File: config.mk
export PLATFORM = sky130hd
export DESIGN_NAME = systolic_feed_sequencer
export DESIGN_NICKNAME = d
export VERILOG_FILES = /design/src/rtl/systolic_feed_sequencer.sv
export SDC_FILE = /design/constraint.sdc
export NUM_CORES = 1
export LEC_CHECK = 0
export BUFFER_PORTS_ARGS = -buffer_cell sky130_fd_sc_hd__clkbuf_2
export CAP_MARGIN = 0
export CORE_AREA = 2 2 83 85
export DETAILED_ROUTE_END_ITERATION = 16
export DIE_AREA = 0 0 85 87
export GPL_ROUTABILITY_DRIVEN = 1
export PLACE_DENSITY = 0.75
export SLEW_MARGIN = 40
export SYNTH_ARGS = -nofsm -noshare
export SYNTH_HDL_FRONTEND = slang
export SYNTH_SLANG_ARGS = --single-unit
File: constraint.sdc
create_clock -name clk -period 4.87 [get_ports clk]
set_input_delay 0.2435 -clock clk [delete_from_list [all_inputs] [get_ports clk]]
set_output_delay 0.2435 -clock clk [all_outputs]
set_load 0.02 [all_outputs]
File: src/rtl/systolic_feed_sequencer.sv
// Read sequencer and host write arbiter for the input RAM banks of the systolic array.
// Runs issue diagonally skewed reads (bank i lags bank 0 by i cycles); idle time serves host writes.
module systolic_feed_sequencer #(
  parameter int NUM_BANKS = 4,
  parameter int ADDR_W    = 4,
  parameter int DEPTH     = 16,
  parameter int DATA_W    = 16
) (
  input  logic                        clk,
  input  logic                        rst_n,
  input  logic                        start,
  input  logic [ADDR_W:0]             len,
  output logic                        busy,
  output logic                        done,
  output logic [NUM_BANKS-1:0]        bank_en,
  output logic [NUM_BANKS-1:0]        bank_we,
  output logic [NUM_BANKS*ADDR_W-1:0] bank_addr,
  output logic [DATA_W-1:0]           bank_di,
  output logic [NUM_BANKS-1:0]        lane_valid,
  input  logic                        hw_req,
  input  logic [1:0]                  hw_bank,
  input  logic [ADDR_W-1:0]           hw_addr,
  input  logic [DATA_W-1:0]           hw_data,
  output logic                        hw_ack,
  output logic [1:0]                  dbg_state
);

  localparam int CW = ADDR_W + 2;
  localparam logic [1:0] S_IDLE  = 2'd0;
  localparam logic [1:0] S_RUN   = 2'd1;
  localparam logic [1:0] S_DRAIN = 2'd2;
  localparam logic [1:0] S_DONE  = 2'd3;
  localparam logic [ADDR_W:0] DEPTH_L = (ADDR_W+1)'(DEPTH);

  logic [1:0]                  state_q, state_d;
  logic [CW-1:0]               t_q, t_d;
  logic [ADDR_W:0]             len_q, len_d;
  logic [ADDR_W:0]             len_c;
  logic [CW-1:0]               t_last;
  logic                        wr_go;

  logic                        busy_q, busy_d;
  logic                        done_q, done_d;
  logic [NUM_BANKS-1:0]        en_q, en_d;
  logic [NUM_BANKS-1:0]        we_q, we_d;
  logic [NUM_BANKS*ADDR_W-1:0] addr_q, addr_d;
  logic [DATA_W-1:0]           di_q, di_d;
  logic                        ack_q, ack_d;
  logic [NUM_BANKS-1:0]        lv_q;

  assign len_c  = (len > DEPTH_L) ? DEPTH_L : len;
  assign t_last = {1'b0, len_q} + CW'(NUM_BANKS - 2);
  // Host handshake: hw_req is a level request; hw_ack marks the cycle the write reaches the bank.
  // A request is only taken on an IDLE edge with no competing start, otherwise it simply waits.
  assign wr_go  = (state_q == S_IDLE) && !start && hw_req;

  always_comb begin
    state_d = state_q;
    t_d     = t_q;
    len_d   = len_q;
    case (state_q)
      S_IDLE: begin
        if (start) begin
          if (len_c != '0) begin
            state_d = S_RUN;
            t_d     = '0;
            len_d   = len_c;
          end else begin
            state_d = S_DONE;
          end
        end
      end
      S_RUN: begin
        if (t_q == t_last) state_d = S_DRAIN;
        else               t_d     = t_q + 1'b1;
      end
      S_DRAIN: state_d = S_DONE;
      S_DONE: begin
        state_d = S_IDLE;
        t_d     = '0;
      end
      default: state_d = S_IDLE;
    endcase
  end

  // Outputs are registered, so they are derived from the next-state values.
  always_comb begin
    en_d   = '0;
    we_d   = '0;
    addr_d = '0;
    di_d   = '0;
    ack_d  = 1'b0;
    busy_d = (state_d == S_RUN) || (state_d == S_DRAIN);
    done_d = (state_d == S_DONE);
    for (int i = 0; i < NUM_BANKS; i++) begin
      if ((state_d == S_RUN) && (t_d >= CW'(i)) && (t_d < CW'(i) + {1'b0, len_d})) begin
        en_d[i]                    = 1'b1;
        addr_d[i*ADDR_W +: ADDR_W] = ADDR_W'(t_d - CW'(i));
      end
    end
    if (wr_go) begin
      en_d[hw_bank]                    = 1'b1;
      we_d[hw_bank]                    = 1'b1;
      addr_d[hw_bank*ADDR_W +: ADDR_W] = hw_addr;
      di_d                             = hw_data;
      ack_d                            = 1'b1;
    end
  end

  always_ff @(posedge clk) begin
    if (!rst_n) begin
      state_q <= S_IDLE;
      t_q     <= '0;
      len_q   <= '0;
      busy_q  <= 1'b0;
      done_q  <= 1'b0;
      en_q    <= '0;
      we_q    <= '0;
      addr_q  <= '0;
      di_q    <= '0;
      ack_q   <= 1'b0;
      lv_q    <= '0;
    end else begin
      state_q <= state_d;
      t_q     <= t_d;
      len_q   <= len_d;
      busy_q  <= busy_d;
      done_q  <= done_d;
      en_q    <= en_d;
      we_q    <= we_d;
      addr_q  <= addr_d;
      di_q    <= di_d;
      ack_q   <= ack_d;
      lv_q    <= en_q & ~we_q;
    end
  end

  assign busy       = busy_q;
  assign done       = done_q;
  assign bank_en    = en_q;
  assign bank_we    = we_q;
  assign bank_addr  = addr_q;
  assign bank_di    = di_q;
  assign lane_valid = lv_q;
  assign hw_ack     = ack_q;
  assign dbg_state  = state_q;

endmodule

# After elaboration in Yosys (flattened, before gate mapping)
# Index checks and enable logic that the tools add are counted.
# classes
add_sub_neg	9
n_bitwise	3
magnitude_cmp	11
n_reduce_logical	16
shifts	2
mux	26
n_eq_ne	7
# op_table
op	count
$neg 4->34	1
$shift 4x34->16 const A	1
$shiftx 4x34->16	1
$mux 4	5
$mux 5	4
$lt 6x6->1	3
$mux 6	3
$pmux 6 s3	1
$bwmux 16	1
$mux 16	1
$add 2x5->6 const A	2
$ge 6x1->1 const B	2
$ge 6x2->1 const B	2
$logic_and 1x1->1	11
$eq 2x2->1 const B	4
$pmux 2 s4	1
$sub 4x2->4 const B	2
$add 1x5->6 const A	1
$add 5x2->6 const B	1
$add 6x1->6 const B	1
$eq 6x6->1	1
$lt 6x5->1	1
$mux 1	6
$mux 2	3
other kinds (14)	15
# word_totals
wordCells	85
inputBits	31
ff_bits	60
output_inout_bits	49

# Depth between registers and ports, before layout
# logic_depth
depth_word	12
mapped_depth	15

# Worst setup path after synthesis
# Ideal clock, no wire load.
# synth_path
path_kind	register to register
from	register len_q[1]
to	register addr_q[11], in the netlist bank_addr[11]
period_less_slack_ps	3604
path_slack_ps	1266
stages_incl_launch_ff	15
required_time_ps	4796
arrival_ps	3529
path_cell_list	dfxtp_1 -> ha_1 -> o21ba_1 -> a221o_1 -> a2111oi_4 -> a2bb2oi_1 -> and2_4 -> inv_2 -> ha_1 -> a21o_1 -> a21o_1 -> a211oi_1 -> a21boi_0 -> nand3_1 -> o21ai_0
# synth_between
elab_chain_len	10
elab_cells_between_ends	19
classes_between	add/sub (3); order compare (2); eq/ne (2); mux (10); reduce/logical (2)
# synth_rtl
element	line_no	rtl
start: declaration	37	logic [ADDR_W:0] len_q, len_d;
start signal: assignment	126	len_q <= len_d;
$add 5x2->6 *	52	assign t_last = {1'b0, len_q} + CW'(NUM_BANKS - 2);
$eq 6x6->1 *	74	if (t_q == t_last) state_d = S_DRAIN;
$mux 6 *	74	
$pmux 6 s3 *	61	case (state_q)
net t_d[3]	36	logic [CW-1:0] t_q, t_d;
$ge 6x2->1	96	if ((state_d == S_RUN) && (t_d >= CW'(i)) && (t_d < CW'(i) + {1'b0, len_d})) begin
$logic_and 1x1->1 (2 in series)	96	
$mux 4 *	96	
$bwmux 16	104	addr_d[hw_bank*ADDR_W +: ADDR_W] = hw_addr;
$mux 16 *	101	if (wr_go) begin
end signal: assignment	131	addr_q <= addr_d;
end: declaration	46	logic [NUM_BANKS*ADDR_W-1:0] addr_q, addr_d;
# Mark *: on every way through the listed nets, which the timed path passes. The rest lies on a longest branch.
# A chain may end at the register's enable or synchronous reset.

# Final worst setup path
# layout_path
from	register len_q[1]
to	register addr_q[10], in the netlist bank_addr[10]
# layout_between
elab_chain_len	10
elab_cells_between_ends	19
classes_between	add/sub (3); order compare (2); eq/ne (2); mux (10); reduce/logical (2)
# layout_rtl
element	line_no
$add 5x2->6 *	52
$eq 6x6->1 *	74
$mux 6 *	74
$pmux 6 s3 *	61
net t_d[3]	36
$ge 6x2->1	96
$logic_and 1x1->1	96
$logic_and 1x1->1 *	96
$mux 4 *	96
$bwmux 16	104
$mux 16 *	101
# Marked as above.

==> impl_results.md <==
- Comb pwr share: approximately 17%
- Final-report max-slew violation count: 0
- Count leader, synth: dfxtp_1
- Internal power: ~0.97 mW
- Total congestion overflow: 0
- Largest net degree at the start of global routing: 41
- Clk Latency, worst-skew pair: 330 ps
- Worst hold margin: about 130 ps
- Req. time, crit path: 5130 ps
- Final hold vios: 0
- Overall die width: 85 um
- CP cell instances: ha_1 > o21ba_1 > a221o_1 > a2111oi_4 > a2bb2oi_1 > and2_4 > inv_2 > ha_1 > a21o_1 > a21o_1 > a211oi_1 > a21boi_0 > nand3_1 > o21ai_0
- Worst-margin pin slew: 845 ps
- Number of synthesized register bits: 60
- Power per cell area: 337 nW/um^2
- Critical path buffers and inverters: 1
- Top post-synthesis cells by area: dfxtp_1, ha_1, xnor2_1, and3_1, nand2_1
- Clock Tree Buf Depth: 2
- Crit path launch type: register
- Sequential-to-total area share from yosys stat: between 30 and 40%
- Crit path max fanout: 10
- I/O pin count: 80
- Setup Viol. Count Final: 0
- Unrepaired setup endpoints after global routing: no
- DR vias/cell: 5.41
- Nets@finish: 501
- Share of layout cells above drive strength 1: approximately 25%
- ANT nets after route: 0
- TritonRoute pass-1 iters: 4
- CP top delay family: compound AO/OA/AOI/OAI gates
- Post-synthesis simple-gate area fraction: 23.1%
- Cell count after synthesis: 345
- Initial core utilization: 48.7%
- Final Cycle Share: about 83%
- CP max-delay cell: a2111oi_4
- Hold Startpoint: hw_data[15]
- Sw Pwr: 0.360 mW
- Vias in the first global route: 2608
- DRT iter0 DRCs: 125
- H-tree levels: 3
- Multi-input gate area: 1910 um^2
- Met3 routed WL: 391 um
- GPL Wtd Cong: 0.863
- Largest area contributor in the netlist: dfxtp_1
- Ys async rst share: 0%
- CTS tree: built
- Syn Nets: between 400 and 500
- Post-synthesis compound-gate area fraction: between 10% and 20%
- Setup Crit Path Kind: reg -> reg
- Synth Warn #: 0
- Initial antenna violation count: 0
- Mapped cell area: 3200 um^2
- Area Growth Syn to Fin: 23.5%
- Routed wire length: 7590 um
- Worst-path clk slew: 70 ps
- Ys flop type: dfxtp_1
- Global-route usage over all layers: a little over a fifth
- Share of the synthesized area in the top cell type: between 30% and 40%
- HPWL after DPL: 5640 um
- Worst Path Arrival: 4280 ps
- XOR/XNOR Fraction of Synth Area: 4.93%
- CTS sink cnt: 60
- Total chip power: 1.33 mW
- Worst hold-check path type: in -> reg
- Most frequent cells after synthesis: dfxtp_1, ha_1, nand2_1
- Ant. Diodes: 0
- Postcts setup bufs: 0
- Avg Cell Area, Syn: 9.27 um^2
- Clk pwr share: around 43%
- DR WL met2: 3580 um
- Yosys cell types: 56
- Status: finished, final reports clean
- Seq. cell area: between 1000 and 1500 um^2
- DIE HEIGHT: 87 um
- Total CTS buffers: 9
- Post-synthesis adder-cell area fraction: 16.0%
- Root buf cell: clkbuf_8
- Max layer used: met4
- Combinational family with the most area after synthesis: simple AND/OR/NAND/NOR gates
- Area of placed instances: 3690 um^2
- Final Skew: 6.86 ps
- Leakage: 1.91 nW
- Global-route wire length before repair: 12400 um
- Number of synthesized flops with an enable pin: 0
- Hold_buf cts: 0
- Critical path capture point type: register
- Rel. slew slack: 43.1%
- Fmax: 0.249 GHz
- Multiplexer share of the synthesized area: 0.352%
- Core Region: 6570 um^2
- Total of max-cap violations: 0
- Rows: 30
- Post-route cell area: 3950 um^2
- Die Area: ~7400 um^2
- Worst IR Drop VDD: 231 uV
- Port bufs: 79
- Total Neg Setup Slack: 0 ps
- Drt drc: 0
- Reg power frac: 39.6%
- Sw Ratio: 27.1%
- Final min period: 4020 ps
- Slowest stage delay, CP: approximately 620 ps
- # resized after CTS: 0
- Routed length per instance: approximately 15 um
- DRT met1 WL: approximately 3400 um
- Critical Path Start: len_q[1]$_SDFF_PN0_
- Critical R2R Launch: len_q[1]$_SDFF_PN0_
- Via count: around 2800
- Fill count: 580
- Layout Utilization: roughly three fifths
## path summary, 6_finish.rpt
check,to,slack [ps],cells after the start
worst max-delay path,bank_addr[10]$_SDFF_PN0_,850,14
worst min-delay path,bank_di[15]$_SDFF_PN0_,130,2
worst max register to register,bank_addr[10]$_SDFF_PN0_,850,14
worst min register to register,lane_valid[3]$_SDFF_PN0_,490,1
## kinds of logic after synthesis
logic type               count (synthesis)
AO/OA/AOI/OAI                           68
XOR/XNOR                                18
adder cells (fa/ha/maj)                 41
buffers and inverters                   27
flip-flops                              60
multiplexers                             1
AND/OR/NAND/NOR                        130
## sequential cells by signal, summed over array words and instances (netlist names)
register    cells
bank_addr      16
bank_di        16
bank_en         4
bank_we         4
busy            1
dbg_state       2
done            1
hw_ack          1
lane_valid      4
len_q           5
t_q             6
## through the flow
stage               setup slack, ps  cells
finish                          851    514
global route                    555    514
floorplan                      1270    345
global placement               1010    497
CTS                             875    513
detailed placement              910    497
## final cells by class
| class | count | area share (%) |
|---|---|---|
| timing repair buffer | 82 | 10.5 |
| tap | 80 | 2.53 |
| clock inverter | 5 | 2.69 |
| inverter | 18 | 1.71 |
| multi-input combinational | 258 | 48.3 |
| clock buffer | 11 | 3.83 |
| sequential | 60 | 30.4 |
## cells in the final DEF, fill, tap and decap left out, drive strengths merged, types with 5 or more instances in the layout
cell,netlist,routed
xnor2,15,15
o21ai,22,22
and3,19,19
nand2,30,30
nand2b,7,7
nand3,10,10
a22o,5,5
and2,13,13
dfxtp,60,60
ha,41,41
clkbuf,9,91
nor2,13,13
inv,17,18
nor2b,6,6
a21oi,8,8
## metal layers
metal	vias up	GRT usage [%]
met5	-	0
met4	0	10.5
met3	20	5.31
met2	80	34.4
met1	1280	26.2
li1	1400	-
## worst register-to-register path, delay by kind of cell, from the launching register on
kind,cells,cell delay (ps)
AOI/OAI and AO/OA,9,2640
adders and majority gates,2,570
and+or+nand+nor,2,310
DFF,1,340
buffers and inverters,1,80
## power groups by stage
stage | sequential (mW) | combinational (mW) | clock (mW)
3_3_place_gp | 0.536 | 0.220 | 0
3_5_place_dp | 0.537 | 0.225 | 0
6_report | 0.526 | 0.230 | 0.574
2_1_floorplan | 0.557 | 0.130 | 0
4_1_cts | 0.526 | 0.228 | 0.579
5_1_grt | 0.528 | 0.254 | 0.603
Power figures use the tool's default switching activity.
